## src/rtl/uart_rx_param.sv

```systemverilog
// uart_rx_param -- oversampling UART receiver with configurable frame format
// and a small receive FIFO.
//
// The serial line is synchronised, then each bit is decided by a 3-sample
// majority vote around mid-bit. Frames carry 5..8 data bits (LSB first),
// optional even/odd parity and 1 or 2 stop bits. Completed words are pushed
// with their parity/frame flags into a FIFO that downstream logic drains
// with a valid/ready handshake. An all-zero frame with a low stop bit is
// reported as a break instead of a word.
//
// Ports:
//   RX_clk          receiver clock, all state updates on the rising edge
//   rst             asynchronous active-low reset
//   input_signal    serial line, idle high, asynchronous to RX_clk
//   snum            stop bits: 0 = one, 1 = two
//   dnum            data bits: 00 = 5, 01 = 6, 10 = 7, 11 = 8
//   par             parity: 01 = even, 10 = odd, 00/11 = none
//   data            FIFO head word, right-justified, unused upper bits 0
//   data_valid      FIFO non-empty; data and flags valid
//   data_ready      consumer accepts the head word when high with data_valid
//   parity_warning  head word had a parity mismatch
//   frame_warning   head word had a stop bit sampled 0
//   break_detect    one-cycle pulse on a break condition
//   overrun         one-cycle pulse when a completed word is dropped
//   fifo_count      number of words held
module uart_rx_param #(
  parameter int OVS   = 16,
  parameter int DEPTH = 4
) (
  input  logic                   RX_clk,
  input  logic                   rst,
  input  logic                   input_signal,
  input  logic                   snum,
  input  logic [1:0]             dnum,
  input  logic [1:0]             par,
  output logic [7:0]             data,
  output logic                   data_valid,
  input  logic                   data_ready,
  output logic                   parity_warning,
  output logic                   frame_warning,
  output logic                   break_detect,
  output logic                   overrun,
  output logic [$clog2(DEPTH):0] fifo_count
);

  localparam int AW = $clog2(DEPTH);
  localparam int TW = $clog2(OVS);

  localparam logic [TW-1:0] T_S0     = TW'(OVS / 2 - 1);
  localparam logic [TW-1:0] T_S1     = TW'(OVS / 2);
  localparam logic [TW-1:0] T_MID    = TW'(OVS / 2 + 1);
  localparam logic [TW-1:0] T_LAST   = TW'(OVS - 1);
  localparam logic [TW-1:0] TICK_ONE = TW'(1);
  localparam logic [AW:0]   CNT_ONE  = (AW + 1)'(1);
  localparam logic [AW:0]   CNT_FULL = (AW + 1)'(DEPTH);
  localparam logic [AW-1:0] PTR_ONE  = AW'(1);

  localparam logic [2:0] IDLE   = 3'd0;
  localparam logic [2:0] START  = 3'd1;
  localparam logic [2:0] DATA   = 3'd2;
  localparam logic [2:0] PARITY = 3'd3;
  localparam logic [2:0] STOP1  = 3'd4;
  localparam logic [2:0] STOP2  = 3'd5;
  localparam logic [2:0] BREAK  = 3'd6;

  function automatic logic maj3(input logic a, input logic b, input logic c);
    return (a & b) | (a & c) | (b & c);
  endfunction

  // Even: data ^ parity must be 0; odd: must be 1.
  function automatic logic parity_bad(input logic [7:0] d, input logic p, input logic odd);
    return (^d) ^ p ^ odd;
  endfunction

  logic          meta_r, rx_s;
  logic [2:0]    state_r;
  logic [TW-1:0] tick_r;
  logic [2:0]    bit_idx_r;
  logic [7:0]    shift_r;
  logic          s0_r, s1_r;
  logic          snum_q, pbit_r, pflag_r, fflag_r;
  logic [1:0]    dnum_q, par_q;

  logic          mid_s, wrap_s, maj_s, par_en_s, last_bit_s, brk_s;
  logic          push_s, frame_s;
  logic [TW-1:0] tick_inc_s;
  logic [9:0]    word_s;

  logic [9:0]    mem_r [DEPTH];
  logic [AW-1:0] wr_ptr_r, rd_ptr_r, rd_nxt_s;
  logic [AW:0]   count_r, count_nxt_s;
  logic          pop_s, full_s, wr_en_s;

  // Two-flop synchroniser for the asynchronous serial line.
  always_ff @(posedge RX_clk or negedge rst) begin
    if (!rst) begin
      meta_r <= 1'b1;
      rx_s   <= 1'b1;
    end else begin
      meta_r <= input_signal;
      rx_s   <= meta_r;
    end
  end

  // Mid-bit decision, break detection and word assembly at frame end.
  always_comb begin
    mid_s      = (tick_r == T_MID);
    wrap_s     = (tick_r == T_LAST);
    tick_inc_s = wrap_s ? '0 : tick_r + TICK_ONE;
    maj_s      = maj3(s0_r, s1_r, rx_s);
    par_en_s   = (par_q == 2'b01) || (par_q == 2'b10);
    last_bit_s = (bit_idx_r == (3'd4 + {1'b0, dnum_q}));
    brk_s      = (shift_r == 8'h00) && (!par_en_s || !pbit_r) && !maj_s;
    frame_s    = ~maj_s;
    if (mid_s && (state_r == STOP1) && !snum_q && !brk_s) begin
      push_s = 1'b1;
    end else if (mid_s && (state_r == STOP2)) begin
      push_s  = 1'b1;
      frame_s = fflag_r | ~maj_s;
    end else begin
      push_s = 1'b0;
    end
    word_s = {shift_r, pflag_r, frame_s};
  end

  // Receive FSM: bit timing, sampling and per-frame flag collection.
  always_ff @(posedge RX_clk or negedge rst) begin
    if (!rst) begin
      state_r      <= IDLE;
      tick_r       <= '0;
      bit_idx_r    <= 3'd0;
      shift_r      <= 8'h00;
      s0_r         <= 1'b1;
      s1_r         <= 1'b1;
      snum_q       <= 1'b0;
      dnum_q       <= 2'b00;
      par_q        <= 2'b00;
      pbit_r       <= 1'b0;
      pflag_r      <= 1'b0;
      fflag_r      <= 1'b0;
      break_detect <= 1'b0;
    end else begin
      break_detect <= 1'b0;
      if (tick_r == T_S0) s0_r <= rx_s;
      if (tick_r == T_S1) s1_r <= rx_s;
      case (state_r)
        IDLE: begin
          // The cycle that first sees the low line is tick 0 of the start bit.
          if (!rx_s) begin
            state_r   <= START;
            tick_r    <= TICK_ONE;
            snum_q    <= snum;
            dnum_q    <= dnum;
            par_q     <= par;
            bit_idx_r <= 3'd0;
            shift_r   <= 8'h00;
            pbit_r    <= 1'b0;
            pflag_r   <= 1'b0;
            fflag_r   <= 1'b0;
          end else begin
            tick_r <= '0;
          end
        end
        START: begin
          tick_r <= tick_inc_s;
          if (mid_s && maj_s) begin
            state_r <= IDLE;
            tick_r  <= '0;
          end else if (wrap_s) begin
            state_r <= DATA;
          end
        end
        DATA: begin
          tick_r <= tick_inc_s;
          if (mid_s) shift_r[bit_idx_r] <= maj_s;
          if (wrap_s) begin
            if (last_bit_s) state_r <= par_en_s ? PARITY : STOP1;
            else            bit_idx_r <= bit_idx_r + 3'd1;
          end
        end
        PARITY: begin
          tick_r <= tick_inc_s;
          if (mid_s) begin
            pbit_r  <= maj_s;
            pflag_r <= parity_bad(shift_r, maj_s, par_q == 2'b10);
          end
          if (wrap_s) state_r <= STOP1;
        end
        STOP1: begin
          tick_r <= tick_inc_s;
          if (mid_s) begin
            if (brk_s) begin
              state_r      <= BREAK;
              tick_r       <= '0;
              break_detect <= 1'b1;
            end else if (!snum_q) begin
              state_r <= IDLE;
              tick_r  <= '0;
            end else begin
              fflag_r <= ~maj_s;
            end
          end else if (wrap_s) begin
            state_r <= STOP2;
          end
        end
        STOP2: begin
          tick_r <= tick_inc_s;
          if (mid_s) begin
            state_r <= IDLE;
            tick_r  <= '0;
          end
        end
        BREAK: begin
          // Leave only after OVS consecutive high samples.
          if (rx_s) begin
            if (wrap_s) begin
              state_r <= IDLE;
              tick_r  <= '0;
            end else begin
              tick_r <= tick_r + TICK_ONE;
            end
          end else begin
            tick_r <= '0;
          end
        end
        default: begin
          state_r <= IDLE;
          tick_r  <= '0;
        end
      endcase
    end
  end

  // FIFO control: a push into a full FIFO succeeds only with a same-cycle pop.
  always_comb begin
    pop_s    = data_valid & data_ready;
    full_s   = (count_r == CNT_FULL);
    wr_en_s  = push_s & (~full_s | pop_s);
    rd_nxt_s = rd_ptr_r + PTR_ONE;
    if (wr_en_s && !pop_s) begin
      count_nxt_s = count_r + CNT_ONE;
    end else if (!wr_en_s && pop_s) begin
      count_nxt_s = count_r - CNT_ONE;
    end else begin
      count_nxt_s = count_r;
    end
  end

  // FIFO storage array (contents are don't-care until written).
  always_ff @(posedge RX_clk) begin
    if (wr_en_s) mem_r[wr_ptr_r] <= word_s;
  end

  // FIFO pointers, count, overrun pulse and registered head word.
  always_ff @(posedge RX_clk or negedge rst) begin
    if (!rst) begin
      wr_ptr_r       <= '0;
      rd_ptr_r       <= '0;
      count_r        <= '0;
      data_valid     <= 1'b0;
      overrun        <= 1'b0;
      data           <= 8'h00;
      parity_warning <= 1'b0;
      frame_warning  <= 1'b0;
    end else begin
      overrun    <= push_s & full_s & ~pop_s;
      count_r    <= count_nxt_s;
      data_valid <= (count_nxt_s != '0);
      if (wr_en_s) wr_ptr_r <= wr_ptr_r + PTR_ONE;
      if (pop_s)   rd_ptr_r <= rd_nxt_s;
      // Head follows the next stored word on pop, or the new word when
      // the FIFO is (or becomes) empty at the same moment it is written.
      if (pop_s) begin
        if (count_r > CNT_ONE) begin
          {data, parity_warning, frame_warning} <= mem_r[rd_nxt_s];
        end else if (wr_en_s) begin
          {data, parity_warning, frame_warning} <= word_s;
        end
      end else if (wr_en_s && (count_r == '0)) begin
        {data, parity_warning, frame_warning} <= word_s;
      end
    end
  end

  assign fifo_count = count_r;

endmodule

```

## config.mk

```make
export PLATFORM = sky130hd
export DESIGN_NAME = uart_rx_param
export DESIGN_NICKNAME = d
export VERILOG_FILES = /design/src/rtl/uart_rx_param.sv
export SDC_FILE = /design/constraint.sdc
export NUM_CORES = 1
export LEC_CHECK = 0
export BUFFER_PORTS_ARGS = -buffer_cell sky130_fd_sc_hd__clkbuf_2
export CAP_MARGIN = 30
export CORE_UTILIZATION = 50
export CTS_BUF_LIST = sky130_fd_sc_hd__clkbuf_16
export DETAILED_ROUTE_END_ITERATION = 10
export HOLD_SLACK_MARGIN = 0.06
export PLACE_DENSITY_LB_ADDON = 0.1
export SLEW_MARGIN = 20
export SYNTH_ARGS = -nofsm -noshare
export SYNTH_HDL_FRONTEND = slang
export SYNTH_SLANG_ARGS = --single-unit
```

## constraint.sdc

```tcl
create_clock -name RX_clk -period 5.1 [get_ports RX_clk]
set_input_delay 0.51 -clock RX_clk [delete_from_list [all_inputs] [get_ports RX_clk]]
set_output_delay 0.51 -clock RX_clk [all_outputs]
set_load 0.02 [all_outputs]
```

==> out/qor.txt <==
M1 WL -> 3.80 mm
vias in the first global route -> 2602
initial antenna violation count -> 0
Synth Flop Type -> dfrtp_1
IO buf count -> 24
Setup crit end kind -> flip-flop
cell area after synthesis -> 4400 um2
First DRT Iteration DRCs -> 136
clock slew at reported path FFs -> 0.07 ns
first-pass GRT wire length -> 13.2 mm
DR pass1 iterations -> 4
Mapped Cells -> 347
Initial Utilization -> 52.4%
final setup fails -> 0
RD Place Congestion -> 0.878
max-slew violations -> 0
CTS root buf -> clkbuf_16
Core Area -> 8380 um2
VDD IR max -> 0.000248 V
setup ws final -> 2.41 ns
Cell Rows -> 33
Post-CTS Setup Repair Bufs -> 0
CTS buffer count -> 9
flop and latch count out of synthesis -> 90
CP max FO -> 10
Worst Setup Start Kind -> flip-flop
average vias per placed instance -> 5.63
Lkg Pwr -> 2.00 nW
Met3 Wirelength -> 350 um
syn_area_per_cell -> 12.7 um2
Fin Clk Skew -> 0.00654 ns
global-route usage over all layers -> 19.7%
CTS tree -> built
diode count -> 0
Required @ worst endpoint -> 5.07 ns
Final Hold Fails -> 0
IO Pins -> 25
Post-CTS Resized -> 0
DRT Wirelength -> 8.04 mm
Avg WL per Cell -> 16.8 um
DRC viols -> 0
Worst slew margin -> 48.4%
Yosys cell types -> 56
critical path arrival -> 2.67 ns
share of cells above drive strength 1 -> 23.1%
# nets final -> 394
status -> complete, no violations
die area -> 9170 um2
commonest non-fill, non-tap cell in the layout -> dfrtp_1
Final HPWL DP -> 5.62 mm
path type of the worst min-delay path -> input port to async pin
Power Total -> 2.59 mW
Vias -> 2693
CTS Sinks -> 90
Mapped Nets -> 373
slowest stage cell on the critical path -> and2_1
FILL cells -> 688
pre-CTS setup slack -> 2.41 ns
Post-CTS Hold Buffers -> 0
max_cap viols -> 0
worst slew pin tran -> 0.768 ns
Die Height -> 95.8 um
most frequent cells in the layout -> dfrtp_1 (46), edfxtp_1 (40), nand2_1 (29), clkbuf_2 (24), mux2_2 (23)
largest net degree at the start of global routing -> 27
Peak Freq -> 371 MHz
Die Wd -> 95.8 um
Longest Clk Path Bufs -> 2
Max stage delay on crit path -> 0.51 ns
RSZ-0062 raised after global routing -> false
H-tree Lvls -> 3
CP cell instances -> inv_1, ha_1, and3b_1, nand2_1, a21o_4, a31oi_2, and2_1
Final period util -> 52.8%
setup_tns -> 0 ns
min Tclk post-route -> 2.69 ns
latest clock arrival within the worst-skew pair -> 0.33 ns
power per cell area -> 530 nW/um2
Post-synth ARST share -> 55.6%
Layout Area Growth over Synthesis -> 11.2%
sequential share of the synthesized area -> 55.9%
met2 wire len -> 3.79 mm
GRT Residual Overflow -> 0
number of synthesized flops with an enable pin -> 40
top layer in use -> met4
critical path type -> flip-flop to flip-flop
DRT antenna net count -> 0
Yosys warnings -> 0
[routing by layer]
metal  vias up  global-route usage [%]
met5         -                       0
met4         0                    6.84
met3         7                    3.71
met2        64                    30.2
met1      1312                    28.3
li1       1310                       -
[power breakdown]
| group | internal (mW) | switching (mW) | total, mW |
|---|---|---|---|
| Sequential | 0.885 | 0.173 | 1.06 |
| Combinational | 0.410 | 0.468 | 0.878 |
| Clock | 0.380 | 0.272 | 0.652 |
[flip-flops by register name (all words and copies together), names as in the netlist, 2 cells and up]
| signal | cells |
|---|---|
| shift_r | 8 |
| data | 8 |
| rd_ptr_r | 2 |
| fifo_count | 3 |
| tick_r | 4 |
| wr_ptr_r | 2 |
| dnum_q | 2 |
| mem_r | 40 |
| state_r | 3 |
| bit_idx_r | 3 |
| par_q | 2 |
[Yosys cell counts (all sizes together), types with 7 or more instances]
library cell	n	area share, %
dfrtp	46	26
edfxtp	40	27
nand2	29	2.5
mux2	23	5.9
nor2	20	1.7
o21ai	20	2.5
inv	19	1.6
ha	17	4.8
xnor2	11	2.2
clkbuf	10	0.85
mux2i	10	2.3
mux4	10	5.1
a21oi	8	0.91
nand3	7	0.80
[worst max-delay path, delay by kind of cell, from the launching register on]
kind / cells / cell delay (ns)
AOI/OAI and AO/OA: 2 / 0.54
buffers and inverters: 1 / 0.10
and+or+nand+nor: 3 / 1.13
DFF: 1 / 0.38
adders and majority gates: 1 / 0.18
[stage by stage]
stage	instances	instance area, um2	util (%)	hold WS, ns
2_1_floorplan	347	4400	-	0.214
3_3_place_gp	462	4590	54.7	0.354
3_5_place_dp	462	4590	54.8	0.349
4_1_cts	478	4890	58.3	0.218
5_1_grt	478	4890	58.3	0.252
6_report	478	4890	58.3	0.190
[final cells by class]
type | instances | area, um2 | area share (%)
multi-input combinational | 222 | 1800 | 36.8
clock inverter | 7 | 71.3 | 1.46
clock buffer | 9 | 225 | 4.61
sequential | 90 | 2460 | 50.3
tap | 105 | 131 | 2.69
inverter | 20 | 75.1 | 1.54
timing repair buffer | 25 | 128 | 2.61
[kinds of logic (layout without fill, tap and decap cells)]
| kind of cell | count (synthesis) | in the layout | share of synthesized area (%) |
|---|---|---|---|
| xor+xnor | 12 | 12 | 2.39 |
| buf+inv | 35 | 61 | 3.24 |
| compound gates | 52 | 52 | 8.37 |
| simple gates | 97 | 97 | 11.7 |
| mux | 43 | 43 | 13.3 |
| fa+ha+maj | 18 | 18 | 5.10 |
| flops | 90 | 90 | 55.9 |
[final timing paths]
path	start	endpoint	slack, ns	cells after the start
worst max-delay path	tick_r[1]	mem_r[0][7]	2.41	7
worst min-delay path	rst	data[4]	0.19	1
worst max register to register	tick_r[1]	mem_r[0][7]	2.41	7
worst min register to register	meta_r	rx_s	0.36	0
max in group asynchronous	rst	s0_r	4.05	2
min in group RX_clk	input_signal	meta_r	0.26	1
Note: power is estimated with default switching activity, not from simulation.
